### src/rtl/spi_pkg.sv
// Shared constants and the master state type for the SPI read master.
package spi_pkg;

    localparam int SPI_ADDR_W     = 8;
    localparam int SPI_DATA_W     = 32;
    localparam int SPI_FRAME_W    = 40;   // 8 address clocks + 32 data clocks
    localparam int SPI_DATA_START = 9;    // first SPI_CLK rise whose MISO sample is kept
    localparam int SPI_BITCNT_W   = 6;    // counts rising edges 0..40
    localparam int SPI_DIV_W      = 8;    // holds HALF_DIV-1 and GAP_CYC-1 (max 254)

    typedef enum logic [2:0] {
        ST_IDLE,
        ST_CS_SETUP,
        ST_XFER,
        ST_CS_HOLD,
        ST_GAP
    } spi_state_e;

endpackage

### src/rtl/spi_tick_gen.sv
// Half-period divider: while enabled, pulses tick once every HALF_DIV Clk
// cycles. The count restarts after every tick (i.e. on every SPI_CLK toggle)
// and whenever enable drops, so each phase is exactly HALF_DIV cycles long.
module spi_tick_gen
    import spi_pkg::*;
#(
    parameter int HALF_DIV = 4
) (
    input  logic Clk,
    input  logic Reset_n,
    input  logic enable,
    output logic tick
);

    logic [SPI_DIV_W-1:0] cnt_q, cnt_d;

    assign tick = enable && (cnt_q == SPI_DIV_W'(HALF_DIV - 1));

    // Next count: reload on tick or while idle, else advance.
    always_comb begin
        cnt_d = cnt_q + SPI_DIV_W'(1);
        if (!enable || tick) begin
            cnt_d = '0;
        end
    end

    // Count register with synchronous active-low reset.
    always_ff @(posedge Clk) begin
        if (!Reset_n) begin
            cnt_q <= '0;
        end else begin
            cnt_q <= cnt_d;
        end
    end

endmodule

### src/rtl/spi_master.sv
// SPI mode-0 read master: sends an 8-bit address MSB first, then clocks in a
// 32-bit word. Frame = CS setup (HALF_DIV) + 40 SPI_CLK periods + CS hold
// (HALF_DIV), so SPI_CS is low for exactly 82*HALF_DIV cycles, followed by a
// GAP_CYC-cycle gap with Busy still high.
// Optional build macro SPI_MASTER_MISO_SYNC_EN: passes SPI_MISO through a
// 2-flop synchronizer before sampling (requires HALF_DIV >= 4).
module spi_master
    import spi_pkg::*;
#(
    parameter int HALF_DIV = 4,
    parameter int GAP_CYC  = 8
) (
    input  logic                  Clk,
    input  logic                  Reset_n,
    input  logic                  Start,
    input  logic [SPI_ADDR_W-1:0] Addr,
    output logic                  Busy,
    output logic                  Done,
    output logic [SPI_DATA_W-1:0] DataFromSlave,
    output logic                  SPI_CLK,
    output logic                  SPI_CS,
    output logic                  SPI_MOSI,
    input  logic                  SPI_MISO
);

    localparam logic [SPI_BITCNT_W-1:0] LAST_RISE  = SPI_BITCNT_W'(SPI_FRAME_W);
    localparam logic [SPI_BITCNT_W-1:0] FIRST_KEEP = SPI_BITCNT_W'(SPI_DATA_START - 1);
    localparam logic [SPI_DIV_W-1:0]    GAP_LAST   = SPI_DIV_W'(GAP_CYC - 1);

    generate
        if (HALF_DIV < 2 || HALF_DIV > 255) begin : g_bad_half_div
            $error("spi_master: HALF_DIV must be within 2..255");
        end
        if (GAP_CYC < 1 || GAP_CYC > 255) begin : g_bad_gap_cyc
            $error("spi_master: GAP_CYC must be within 1..255");
        end
    endgenerate

    spi_state_e                state_q, state_d;
    logic [SPI_ADDR_W-1:0]     addr_q, addr_d;
    logic [SPI_BITCNT_W-1:0]   bit_cnt_q, bit_cnt_d;
    logic [SPI_DIV_W-1:0]      gap_cnt_q, gap_cnt_d;
    logic [SPI_DATA_W-1:0]     shift_q, shift_d;
    logic [SPI_DATA_W-1:0]     data_q, data_d;
    logic                      sclk_q, sclk_d;
    logic                      cs_q, cs_d;
    logic                      mosi_q, mosi_d;
    logic                      done_q, done_d;
    logic                      tick;
    logic                      tick_en;
    logic                      miso_s;

`ifdef SPI_MASTER_MISO_SYNC_EN
    logic [1:0] miso_sync_q;

    generate
        if (HALF_DIV < 4) begin : g_bad_sync_div
            $error("spi_master: SPI_MASTER_MISO_SYNC_EN requires HALF_DIV >= 4");
        end
    endgenerate

    // Two-stage synchronizer on the asynchronous slave data line.
    always_ff @(posedge Clk) begin
        if (!Reset_n) begin
            miso_sync_q <= '0;
        end else begin
            miso_sync_q <= {miso_sync_q[0], SPI_MISO};
        end
    end

    assign miso_s = miso_sync_q[1];
`else
    assign miso_s = SPI_MISO;
`endif

    // Divider runs only while CS is asserted; it restarts from zero each frame.
    assign tick_en = (state_q == ST_CS_SETUP) || (state_q == ST_XFER) ||
                     (state_q == ST_CS_HOLD);

    spi_tick_gen #(
        .HALF_DIV (HALF_DIV)
    ) u_tick_gen (
        .Clk     (Clk),
        .Reset_n (Reset_n),
        .enable  (tick_en),
        .tick    (tick)
    );

    // Next-state and registered-output logic for the frame sequencer.
    always_comb begin
        state_d   = state_q;
        addr_d    = addr_q;
        bit_cnt_d = bit_cnt_q;
        gap_cnt_d = gap_cnt_q;
        shift_d   = shift_q;
        data_d    = data_q;
        sclk_d    = sclk_q;
        cs_d      = cs_q;
        mosi_d    = mosi_q;
        done_d    = 1'b0;

        case (state_q)
            ST_IDLE: begin
                cs_d   = 1'b1;
                sclk_d = 1'b0;
                mosi_d = 1'b0;
                if (Start) begin
                    addr_d    = Addr;
                    mosi_d    = Addr[SPI_ADDR_W-1];
                    cs_d      = 1'b0;
                    bit_cnt_d = '0;
                    state_d   = ST_CS_SETUP;
                end
            end

            ST_CS_SETUP: begin
                // First rise; its MISO sample is an address-phase bit and is dropped.
                if (tick) begin
                    sclk_d    = 1'b1;
                    bit_cnt_d = SPI_BITCNT_W'(1);
                    state_d   = ST_XFER;
                end
            end

            ST_XFER: begin
                if (tick) begin
                    if (sclk_q) begin
                        // Falling edge: present next address bit, zero-filled after bit 0.
                        sclk_d = 1'b0;
                        mosi_d = addr_q[SPI_ADDR_W-2];
                        addr_d = {addr_q[SPI_ADDR_W-2:0], 1'b0};
                    end else if (bit_cnt_q == LAST_RISE) begin
                        // 40th low phase complete; hold CS with the clock parked low.
                        state_d = ST_CS_HOLD;
                    end else begin
                        sclk_d    = 1'b1;
                        bit_cnt_d = bit_cnt_q + SPI_BITCNT_W'(1);
                        if (bit_cnt_q >= FIRST_KEEP) begin
                            shift_d = {shift_q[SPI_DATA_W-2:0], miso_s};
                        end
                    end
                end
            end

            ST_CS_HOLD: begin
                if (tick) begin
                    cs_d      = 1'b1;
                    mosi_d    = 1'b0;
                    data_d    = shift_q;
                    done_d    = 1'b1;
                    gap_cnt_d = '0;
                    state_d   = ST_GAP;
                end
            end

            ST_GAP: begin
                if (gap_cnt_q == GAP_LAST) begin
                    gap_cnt_d = '0;
                    state_d   = ST_IDLE;
                end else begin
                    gap_cnt_d = gap_cnt_q + SPI_DIV_W'(1);
                end
            end

            default: begin
                state_d = ST_IDLE;
                cs_d    = 1'b1;
                sclk_d  = 1'b0;
                mosi_d  = 1'b0;
            end
        endcase
    end

    // State and output registers; reset aborts any frame in flight without Done.
    always_ff @(posedge Clk) begin
        if (!Reset_n) begin
            state_q   <= ST_IDLE;
            addr_q    <= '0;
            bit_cnt_q <= '0;
            gap_cnt_q <= '0;
            shift_q   <= '0;
            data_q    <= '0;
            sclk_q    <= 1'b0;
            cs_q      <= 1'b1;
            mosi_q    <= 1'b0;
            done_q    <= 1'b0;
        end else begin
            state_q   <= state_d;
            addr_q    <= addr_d;
            bit_cnt_q <= bit_cnt_d;
            gap_cnt_q <= gap_cnt_d;
            shift_q   <= shift_d;
            data_q    <= data_d;
            sclk_q    <= sclk_d;
            cs_q      <= cs_d;
            mosi_q    <= mosi_d;
            done_q    <= done_d;
        end
    end

    assign Busy          = (state_q != ST_IDLE);
    assign Done          = done_q;
    assign DataFromSlave = data_q;
    assign SPI_CLK       = sclk_q;
    assign SPI_CS        = cs_q;
    assign SPI_MOSI      = mosi_q;

endmodule

### config.mk
export PLATFORM = sky130hd
export DESIGN_NAME = spi_master
export DESIGN_NICKNAME = d
export VERILOG_FILES = /design/src/rtl/spi_pkg.sv /design/src/rtl/spi_tick_gen.sv /design/src/rtl/spi_master.sv
export SDC_FILE = /design/constraint.sdc
export NUM_CORES = 1
export LEC_CHECK = 0
export BUFFER_PORTS_ARGS = -buffer_cell sky130_fd_sc_hd__clkbuf_2
export CAP_MARGIN = 10
export CORE_ASPECT_RATIO = 1.25
export CORE_MARGIN = 2
export CORE_UTILIZATION = 40
export CTS_CLUSTER_SIZE = 16
export DETAILED_ROUTE_END_ITERATION = 10
export PLACE_DENSITY_LB_ADDON = 0.15
export SLEW_MARGIN = 20
export SYNTH_ARGS = -nofsm -noshare
export SYNTH_HDL_FRONTEND = slang
export SYNTH_HIERARCHICAL = 1
export SYNTH_SLANG_ARGS = --single-unit
### constraint.sdc
create_clock -name Clk -period 3.3 [get_ports Clk]
set_input_delay 0 -clock Clk [delete_from_list [all_inputs] [get_ports Clk]]
set_output_delay 0 -clock Clk [all_outputs]
set_load 0.05 [all_outputs]
Yosys cells after proc, flatten, opt, wreduce, memory -nomap -nowiden
Cells that the tools add are included.

word-level totals
  bits in registers = 100
  bits of input ports = 12
  logic and storage cells = 95

cells by class
  add/sub/neg operators = 3
  $lt $le $gt $ge = 1
  equal/unequal tests = 16
  mux-type cells = 34
  bitwise logic cells = 6
  reduce and logical (&&, ||, !) cells = 24

operators by type and width
  kind                                                                      number
  6-bit 2-to-1 mux                                                          5
  3-bit 2-to-1 mux                                                          7
  7-bit 2-to-1 mux                                                          3
  6-bit one-hot mux with 3 select lines                                     1
  8-bit by 1-bit adder with 8-bit output (second input constant)            2
  8-bit 2-to-1 mux                                                          2
  8-bit one-hot mux with 2 select lines                                     1
  3-bit one-hot mux with 5 select lines                                     1
  7-bit one-hot mux with 2 select lines                                     1
  1-bit 2-to-1 mux                                                          10
  2-bit inequality test (second input constant)                             5
  8-bit by 2-bit equality test with 1-bit output (second input constant)    1
  8-bit by 3-bit equality test with 1-bit output (second input constant)    1
  2-bit by 1-bit inequality test with 1-bit output (second input constant)  4
  2-bit AND reduction                                                       4
  4-bit AND reduction                                                       2
  7-bit AND reduction                                                       1
  6-bit by 1-bit adder with 6-bit output (second input constant)            1
  3-bit by 2-bit equality test with 1-bit output (second input constant)    2
  6-bit equality test (second input constant)                               1
  6-bit by 4-bit >= comparator with 1-bit output (second input constant)    1
  1-bit NOT                                                                 6
  1-bit one-hot mux with 3 select lines                                     2
  6-bit AND reduction                                                       1
  other kinds (13)                                                          19

Depth between registers and ports, before layout
Gate-level depths: netlist (run 1).

  depth after elaboration = 6
  depth in mapped cells = 9
  gate-level depth less buffers = 6

By module
Netlist (run 1), hierarchy kept.

modules (own cells, without submodules)
  module        times used  cells an instance  area an instance (um2)
  spi_master    1           428                3891.2
  spi_tick_gen  1           40                 355.3

Least setup slack after synthesis (run 1)
OpenSTA, ideal clock, no wires.

  path kind = register to register
  from = register u_tick_gen.cnt_q[4]
  to = register shift_q[10]
  setup time = 0.072 ns
  arrival = 2.093 ns
  setup slack = 1.135 ns
  cell stages (with the launch flop) = 8
  period minus slack after synthesis = 2.165 ns
  cells stage by stage = dfxtp_1 nor4_1 and4_1 clkbuf_1 inv_1 nor4_4 buf_4 mux2i_1

between the ends
  cells in the longest elaborated chain, start to end = 3

ends and longest elaborated chain
  item                                            RTL line            source
  from (decl)                                     spi_tick_gen.sv:15  logic [SPI_DIV_W-1:0] cnt_q, cnt_d;
  from (signal assigned)                          spi_tick_gen.sv:32  cnt_q <= cnt_d;
  8-bit by 2-bit equality test with 1-bit output  spi_tick_gen.sv:17  assign tick = enable && (cnt_q == SPI_DIV_W'(HALF_DIV - 1));
  1-bit logical AND                               spi_tick_gen.sv:17
  named net tick                                  spi_master.sv:49    logic tick;
  5-bit AND reduction (no source line)            --
  to (signal assigned)                            spi_master.sv:192   shift_q <= shift_d;
  to (decl)                                       spi_master.sv:43    logic [SPI_DATA_W-1:0] shift_q, shift_d;

The timed path passes the listed nets, and every way through them passes these cells.
A chain may end at the register's enable or synchronous reset.

Final worst setup path (run 1)
  from = register u_tick_gen.cnt_q[4]
  to = register shift_q[13]

The elaborated chain is that of the path after synthesis.

==> results_dict.tcl, run 1 <==
set metrics [dict create \
    status "completed" \
    syn_area_sq_um 4247 \
    drc 0 \
    crit_path_end_kind "flop" \
    whs_path_depth 4 \
    grt_use_met1_pct 18.57 \
    avgRoutedWirePerCell_microns 12.71 \
    layout-drive-gt1-share_pct 15.32 \
    antenna_left 0 \
    finalHoldViolations 0 \
    design_area_sq_um 4893 \
    r2r-start "u_tick_gen/cnt_q[4]$_SDFF_PP0_" \
    rsz0062_at_grt "false" \
    port_buffers 48 \
    slowest_stage "and4_1" \
    syn_nets 484 \
    crit_type "reg2reg" \
    ir_drop_uv 204.7 \
    power.total_mw 2.347 \
    grt.busiest_layer "met2" \
    final_util_pct 46.79 \
    setup_tns_ns 0 \
    rows 42 \
    tritoncts "built" \
    critPathArrivalTime_ns 2.79 \
    finClkSkew_ns 0.007450 \
    cts.sinks 100 \
    dr.pass1.iters 4 \
    min-delay-start "Addr[1]" \
    grt-ovfl-total 0 \
    tightest_slew_ns 0.7344 \
    wirelength_mm 8.147 \
    use_met2_pct 24.09 \
    finalCritPeriodShare_pct 76.70 \
    via_count 3260 \
    place_hpwl_mm 5.389 \
    antennaDiodeCount 0 \
    track_usage_pct 14.83 \
    min_path_type "in2reg" \
    fp.dieW_microns 96.16 \
    grt_pass1_vias 3060 \
    fin_cells 641 \
    drv_slew 0 \
    grt_pass1_wl_mm 13.66 \
    path_cells "nor4_1, and4_1, inv_1, nor4_4, buf_4, mux2i_1" \
    cts-root-buf "clkbuf_16" \
    cts_setup_buffers 0 \
    synthDistinctLibCells 55 \
    reg2reg_to "shift_q[13]$_SDFFE_PN0P_" \
    fin_crit_ns 2.531 \
    synth.top_cell.area_share_pct 47.14 \
    gp_congestion 0.7704 \
    ys_ff_latch 100 \
    dieArea_sq_um 11460 \
    synthArstFlopShare_pct 0 \
    clk_latency_ns 0.34 \
    layout_commonest_cell "nand2_1" \
    cts_htree_levels 3 \
    dp_cells 625 \
    layout_common_cells "120 x nand2_1, 100 x dfxtp_1, 48 x clkbuf_2" \
    drt_iter0_drc 95 \
    cts_buffers 9 \
    worstPathRequired_ns 3.56 \
    timing.fmax_ghz 0.3951 \
    coreArea_sq_um 10460 \
    finalSetupViolCount 0 \
    fill_cells 1043 \
    p_per_area_nw_per_um2 479.7 \
    critPathMaxFanout 32 \
    reg2reg_depth 6 \
    leakagePower_nw 1.771 \
    clockBufferDepth 2 \
    synthCells 468 \
    avgViaCountPerCell 5.086 \
    start_util_pct 40.61 \
    hold_end "addr_q[1]$_SDFFE_PN0P_" \
    max-slew-margin-rel_pct 51.04 \
    ios 49 \
    synthTopCellsByArea "dfxtp_1 47%, nand2_1 11%, mux2i_1 10%" \
    synth_top_area_cell "dfxtp_1" \
    synth_edf_count 0 \
    max_cap_violations 0 \
    cts_resized 0 \
    ys_warn_count 6 \
    slowest_delay_ns 0.49 \
    ys.flop_type "dfxtp_1" \
    placed_area_sq_um 4583 \
    avgSynthCellArea_sq_um 9.074 \
    met3_usage_pct 3.669 \
    synthToLayoutAreaGrowth_pct 15.23 \
    rrSetupSlack_ns 0.77 \
    path_clk_slew_ns 0.07 \
    die_h_microns 119.2 \
    hold_buffers 2 \
    nets 522 \
    crit_path_start_kind "flop" \
    ys_seq_area_share_pct 47.14 \
    antenna_found_initial 0 \
    grt_max_degree 59 \
]
layer usage:
layer / wire (microns) / part of all wire, %
met1: 3908 / 48
met2: 3871 / 48
met3: 249 / 3.1
met4: 117 / 1.4
met5: 0 / 0
critical path: cells and delay by family (launching register included):
family | cells | cell delay, ns
and+or+nand+nor | 3 | 1.21
buffers and inverters | 2 | 0.65
DFF | 1 | 0.34
muxes | 1 | 0.25
state kept, by name (all words and copies together) (netlist names), 3 cells and up:
| signal | flops |
|---|---|
| u_tick_gen/cnt_q | 8 |
| state_q | 3 |
| shift_q | 32 |
| DataFromSlave | 32 |
| bit_cnt_q | 6 |
| addr_q | 7 |
| gap_cnt_q | 8 |
worst max path at each step:
stage | start | endpoint | slack [ns] | depth (start not counted)
2_1_floorplan | u_tick_gen/cnt_q[4]$_SDFF_PP0_ | shift_q[10]$_SDFFE_PN0P_ | 1.13 | 7
3_3_place_gp | u_tick_gen/cnt_q[4]$_SDFF_PP0_ | shift_q[13]$_SDFFE_PN0P_ | 0.88 | 6
3_5_place_dp | u_tick_gen/cnt_q[4]$_SDFF_PP0_ | shift_q[13]$_SDFFE_PN0P_ | 0.79 | 6
4_1_cts | u_tick_gen/cnt_q[4]$_SDFF_PP0_ | shift_q[13]$_SDFFE_PN0P_ | 0.77 | 6
5_1_grt | u_tick_gen/cnt_q[4]$_SDFF_PP0_ | shift_q[2]$_SDFFE_PN0P_ | 0.53 | 6
6_report | u_tick_gen/cnt_q[4]$_SDFF_PP0_ | shift_q[13]$_SDFFE_PN0P_ | 0.77 | 6
stage by stage:
step,setup WS (ns),hold slack [ns]
floorplan,1.135,0.1423
global placement,0.8844,0.2557
detailed placement,0.7887,0.2598
CTS,0.7700,0.003440
global route,0.5335,0.02962
finish,0.7688,0.01565
where the power goes:
part	internal, mW	switching (mW)	leakage, nW
clock	0.604	0.429	0.142
sequential	1.22	0.00826	0.808
combinational	0.0361	0.0525	0.821
kinds of logic (layout without fill, tap and decap cells):
logic type,after synthesis,after routing,synth area share (%)
and+or+nand+nor,186,186,20.65
DFF,100,100,47.14
AOI/OAI and AO/OA,92,92,15.82
muxes,44,44,10.40
buffers and inverters,38,79,3.948
adders and majority gates,5,5,1.414
xor gates and xnor gates,3,3,0.6189
final cells by class:
type | count | area [sq um] | share of cell area (%)
Multi-Input combinational cell | 330 | 2077 | 42.44
Sequential cell | 100 | 2002 | 40.91
Timing Repair Buffer | 58 | 332.8 | 6.801
Clock buffer | 11 | 242.7 | 4.960
Tap cell | 132 | 165.2 | 3.375
Clock inverter | 3 | 47.55 | 0.9716
Inverter | 7 | 26.28 | 0.5369
cells in the mapped netlist, types with 2 or more instances:
master,n
ha_1,4
buf_1,2
and4b_1,2
nor4_1,3
and2_1,2
nand3b_1,3
buf_4,4
nor3_1,2
a21boi_0,39
clkbuf_1,22
o211ai_1,5
a21oi_1,9
or4_1,2
o21ai_0,10
o31a_1,3
mux2i_1,43
o31ai_1,3
xor2_1,2
nand2b_1,2
nand2_1,120
inv_1,7
nand3_1,13
nor2b_1,6
nor3b_1,3
o211a_1,7
nand4b_1,2
dfxtp_1,100
buf_2,2
nor2_1,13
o21a_1,6
or3_1,3
(Power assumes the default switching activity.)
==> run 2, diff against run 1 <==
clock period = 2.1 ns   (was 3.3 ns; I/O delays follow)
==> run 2 against run 1 <==
Against the previous run:
- register-to-register slack lost 0.61 ns
- first-iteration DRC count grew 68%
- setup slack worse by 0.61 ns
- sequential power is 57% higher
- global-route usage up 0.98 points
- sequential cell count unchanged
- sequential share of layout area decreased by 0.86 points
- clock-buffer cell count fell by 1
==> results_dict.tcl, run 2 (synthesized netlist as in run 1, its figures left out) <==
set metrics [dict create \
    status "completed" \
    swShare_pct 21.96 \
    ios 49 \
    cts_setup_buffers 0 \
    rsz0062_at_grt "false" \
    pwr-share-comb_pct 4.0 \
    grt_max_degree 53 \
    tritoncts "built" \
    crit_type "reg2reg" \
    tightest_slew_ns 0.5301 \
    wl_met2_mm 3.997 \
    r2r-start "u_tick_gen/cnt_q[4]$_SDFF_PP0_" \
    critPathMaxFanout 10 \
    dieArea_sq_um 11460 \
    layout-drive-gt1-share_pct 17.66 \
    ir_drop_uv 354.8 \
    p_seq_share_pct 51.7 \
    p_per_area_nw_per_um2 745.7 \
    layout_common_cells "120 x nand2_1, 100 x dfxtp_1, 48 x clkbuf_2" \
    clk_latency_ns 0.34 \
    crit_path_start_kind "flop" \
    min-delay-start "Addr[5]" \
    dr_wl_met3_microns 360 \
    antennaDiodeCount 0 \
    wirelength_mm 8.516 \
    gp_congestion 0.7947 \
    start_util_pct 40.61 \
    power.net_switching_mw 0.8186 \
    rows 42 \
    min_path_type "in2reg" \
    max-slew-margin-rel_pct 64.51 \
    finalSetupViolCount 0 \
    cts_htree_levels 3 \
    wl_met1_mm 3.992 \
    cts_buffers 9 \
    max_cap_violations 0 \
    nets 532 \
    final_util_pct 47.80 \
    antenna_found_initial 0 \
    finalHoldViolations 0 \
    synthToLayoutAreaGrowth_pct 17.71 \
    die_h_microns 119.2 \
    dr.pass1.iters 4 \
    grt-ovfl-total 0 \
    port_buffers 48 \
    worstPathRequired_ns 2.36 \
    fin_crit_ns 1.945 \
    avgViaCountPerCell 5.156 \
    drt_iter0_drc 160 \
    crit_path_end_kind "flop" \
    timing.fmax_ghz 0.5141 \
    power.share.clock_pct 44.4 \
    fill_cells 1010 \
    fp.dieW_microns 96.16 \
    hold_end "addr_q[5]$_SDFFE_PN0P_" \
    track_usage_pct 15.81 \
    finalCritPeriodShare_pct 92.63 \
    coreArea_sq_um 10460 \
    internal_power_mw 2.909 \
    placed_area_sq_um 4677 \
    top_layer "met4" \
    cts.sinks 100 \
    cts-root-buf "clkbuf_16" \
    clockBufferDepth 2 \
    antenna_left 0 \
    whs_path_depth 4 \
    finClkSkew_ns 0.006368 \
    reg2reg_to "bit_cnt_q[5]$_SDFFE_PN0P_" \
    drc 0 \
    drv_slew 0 \
    reg2reg_depth 6 \
    grt_pass1_wl_mm 14.53 \
    grt_pass1_vias 3217 \
    layout_commonest_cell "nand2_1" \
    via_count 3367 \
    place_hpwl_mm 5.724 \
    leakagePower_nw 1.830 \
    design_area_sq_um 4999 \
    avgRoutedWirePerCell_microns 13.04 \
    critPathArrivalTime_ns 2.21 \
    path_clk_slew_ns 0.06 \
    rrSetupSlack_ns 0.15 \
]
==> run 2: cell types whose count changed in the layout (fill, tap and decap cells not counted), sizes merged <==
cell and change:
clkbuf -1, clkinv +2, inv +1, buf +10
==> run 2: final cells by class <==
| class | count | area, sq um | area share, % |
|---|---|---|---|
| inverter | 7 | 26.28 | 0.5257 |
| clock inverter | 6 | 70.07 | 1.402 |
| clock buffer | 10 | 229.0 | 4.581 |
| timing repair buffer | 68 | 420.4 | 8.411 |
| tap | 132 | 165.2 | 3.304 |
| multi-input combinational | 330 | 2086 | 41.73 |
| sequential | 100 | 2002 | 40.05 |
==> run 2: worst max-delay path by stage <==
stage / to / slack (ns) / cells past startpoint / startpoint
floorplan: DataFromSlave[10]$_SDFFE_PN0P_ / -0.02 / 9 / state_q[2]$_SDFFE_PN0P_
global placement: shift_q[5]$_SDFFE_PN0P_ / 0.1 / 6 / state_q[1]$_SDFFE_PN0P_
detailed placement: shift_q[8]$_SDFFE_PN0P_ / 0.04 / 6 / u_tick_gen/cnt_q[4]$_SDFF_PP0_
CTS: shift_q[14]$_SDFFE_PN0P_ / 0.02 / 6 / u_tick_gen/cnt_q[4]$_SDFF_PP0_
global route: shift_q[28]$_SDFFE_PN0P_ / 0.02 / 6 / u_tick_gen/cnt_q[4]$_SDFF_PP0_
finish: bit_cnt_q[5]$_SDFFE_PN0P_ / 0.15 / 6 / u_tick_gen/cnt_q[4]$_SDFF_PP0_
==> run 2: per-stage QoR <==
step           setup slack (ns)  TNS, ns  power [mW]  hold slack (ns)  std cells
2_1_floorplan          -0.01586  -0.3846       2.072           0.1423        468
3_3_place_gp            0.09744        0       2.113           0.2416        635
3_5_place_dp            0.04481        0       2.115           0.2513        635
4_1_cts                 0.01735        0       3.783       0.00005965        653
5_1_grt                 0.02445        0       3.886          0.02024        653
6_report                 0.1547        0       3.728          0.01037        653
==> run 2: worst max-delay path, cell delays in order, from the launching register on <==
cell and delay [ns]:
dfxtp_1 0.35, nor4_2 0.32, and4_4 0.34, nor3b_1 0.21
o211ai_1 0.15, or4_1 0.41, o211ai_1 0.09
==> run 2: routing by layer <==
| layer | global-route usage [%] | vias up |
|---|---|---|
| met4 | 6.964 | 0 |
| met5 | 0 | - |
| li1 | - | 1717 |
| met2 | 24.87 | 65 |
| met1 | 20.39 | 1575 |
| met3 | 3.669 | 10 |
==> run 2: power by group through the flow <==
stage / sequential [mW] / combinational (mW) / clock, mW
finish: 1.93 / 0.147 / 1.65
global route: 1.93 / 0.162 / 1.80
CTS: 1.93 / 0.148 / 1.71
detailed placement: 1.97 / 0.145 / 0
global placement: 1.97 / 0.144 / 0
floorplan: 1.98 / 0.0954 / 0
==> run 2: repair_timing <==
action                                  in CTS  in global routing
resized for setup                            0                  2
hold endpoints to repair                     2                  0
hold buffers                                 2                  0
endpoints found under the setup margin       0                 66
==> run 3, diff against run 2 <==
CELL_PAD_IN_SITES_DETAIL_PLACEMENT = 0   (was default)
CELL_PAD_IN_SITES_GLOBAL_PLACEMENT = 1   (was default)
SETUP_SLACK_MARGIN = 0.5   (was default)
==> run 3 against run 2 <==
Against the previous run:
- final cell count grew 3.4%
- combinational power up 9%
- wire length increased by 16%
- critical endpoint is now DataFromSlave[31]$_SDFFE_PN0P_
- via count rose by 3.6%
- highest routed layer unchanged
- critical path depth increased by 2
==> results_dict.tcl, run 3 (synthesized netlist as in run 1, its figures left out) <==
set metrics [dict create \
    status "completed" \
    power.share.clock_pct 41.8 \
    path_buf_inv 3 \
    port_buffers 48 \
    power.net_switching_mw 0.8036 \
    antennaDiodeCount 0 \
    min_path_type "in2reg" \
    rrSetupSlack_ns 0.18 \
    grt_max_degree 96 \
    critPathMaxFanout 8 \
    avgRoutedWirePerCell_microns 14.69 \
    pwr-share-comb_pct 4.5 \
    wirelength_mm 9.917 \
    design_area_sq_um 5579 \
    timing.fmax_ghz 0.5196 \
    critPathArrivalTime_ns 2.20 \
    slowest_delay_ns 0.36 \
    finalHoldViolations 0 \
    gp_congestion 0.8019 \
    clk_latency_ns 0.34 \
    placed_area_sq_um 4686 \
    dieArea_sq_um 11460 \
    slowest_stage "dfxtp_4" \
    crit_cells 8 \
    p_per_area_nw_per_um2 642.2 \
    rows 42 \
    leakagePower_nw 2.201 \
    crit_path_start_kind "flop" \
    cts_htree_levels 3 \
    track_usage_pct 17.27 \
    cts.sinks 100 \
    finalCritPeriodShare_pct 91.65 \
    drc 0 \
    antenna_found_initial 0 \
    finalSetupViolCount 0 \
    start_util_pct 40.61 \
    nets 555 \
    dr.pass1.iters 6 \
    via_count 3488 \
    coreArea_sq_um 10460 \
    grt_pass1_wl_mm 15.45 \
    fin_cells 675 \
    grt_pass1_vias 3281 \
    power.total_mw 3.583 \
    avgViaCountPerCell 5.167 \
    reg2reg_depth 8 \
    dp_cells 629 \
    internal_power_mw 2.779 \
    drt_iter0_drc 75 \
    rsz0062_at_grt "true" \
    crit_family "simple AND/OR/NAND/NOR gates" \
    layout_commonest_cell "nand2_1" \
    grt-ovfl-total 0 \
    crit_path_end_kind "flop" \
    die_h_microns 119.2 \
    ios 49 \
    final_util_pct 53.35 \
    tightest_slew_ns 0.4243 \
    drv_slew 0 \
    tritoncts "built" \
    fin_crit_ns 1.925 \
    layout-drive-gt1-share_pct 27.81 \
    fp.dieW_microns 96.16 \
    whs_path_depth 4 \
    path_cells "nor4_4, and4_4, and4b_2, buf_12, buf_12, buf_16, nand2_1, a21boi_1" \
    finClkSkew_ns 0.007775 \
    synthToLayoutAreaGrowth_pct 31.38 \
    p_seq_share_pct 53.7 \
    cts_buffers 9 \
    swShare_pct 22.43 \
    antenna_left 0 \
    layout_common_cells "104 x nand2_1, 94 x dfxtp_1, 48 x clkbuf_2" \
    crit_top_cell "buf_12" \
    max_cap_violations 0 \
    ir_drop_uv 384.5 \
    path_clk_slew_ns 0.07 \
    crit_type "reg2reg" \
    cts-root-buf "clkbuf_16" \
    max-slew-margin-rel_pct 71.65 \
    place_hpwl_mm 5.359 \
    worstPathRequired_ns 2.38 \
    clockBufferDepth 2 \
]
-- run 3: metal layers --
metal / routed length [microns] / part of all wire [%] / global-route usage, %
met1: 4460 / 45 / 21.90
met2: 4952 / 50 / 28.47
met3: 243 / 2.5 / 2.151
met4: 261 / 2.6 / 8.393
met5: 0 / 0 / 0
-- run 3: worst paths after layout --
path                                     to                           start
max          DataFromSlave[31]$_SDFFE_PN0P_  u_tick_gen/cnt_q[4]$_SDFF_PP0_
min reg2reg  DataFromSlave[28]$_SDFFE_PN0P_  DataFromSlave[28]$_SDFFE_PN0P_
max reg2reg  DataFromSlave[31]$_SDFFE_PN0P_  u_tick_gen/cnt_q[4]$_SDFF_PP0_
min                  addr_q[2]$_SDFFE_PN0P_                         Addr[2]
-- run 3: worst register-to-register path, delay by kind of cell, from the launching register on --
kind / cells / cell delay [ns]
compound gates: 1 / 0.13
buf+inv: 3 / 0.35
flops: 1 / 0.36
simple gates: 4 / 1.03
-- run 3: power groups by stage --
stage                     Sequential [mW]  Clock (mW)  Combinational, mW
final                                1.93        1.50              0.160
after global routing                 1.93        1.62              0.176
after CTS                            1.93        1.55              0.156
after detailed placement             1.97           0              0.148
after global placement               1.97           0              0.147
after floorplan                      1.98           0              0.102
-- run 3: through the flow --
stage | setup WS [ns] | hold slack [ns] | setup TNS [ns]
floorplan | 0.2643 | 0.1423 | 0
global placement | 0.05339 | 0.2663 | 0
detailed placement | -0.01498 | 0.2704 | -0.01498
CTS | 0.2034 | 0.00004316 | 0
global route | 0.07516 | 0.04194 | 0
finish | 0.1753 | 0.004859 | 0
-- run 3: final cells by class --
type | instances | area (sq um)
fillers | 978 | 4878
multi-input cells | 331 | 2265
flip-flops and latches | 100 | 2012
repair buffers | 90 | 852.1
clock buffers | 11 | 232.7
well taps | 132 | 165.2
clock inverters | 4 | 26.28
inverters | 7 | 26.28
-- run 3: what timing repair did --
action	CTS	global route
hold buffers	3	0
endpoints found under the hold margin	3	0
setup endpoints to repair	92	91
gates cloned	6	4
setup buffers	14	4
resized for setup	35	28
pin swaps	11	23
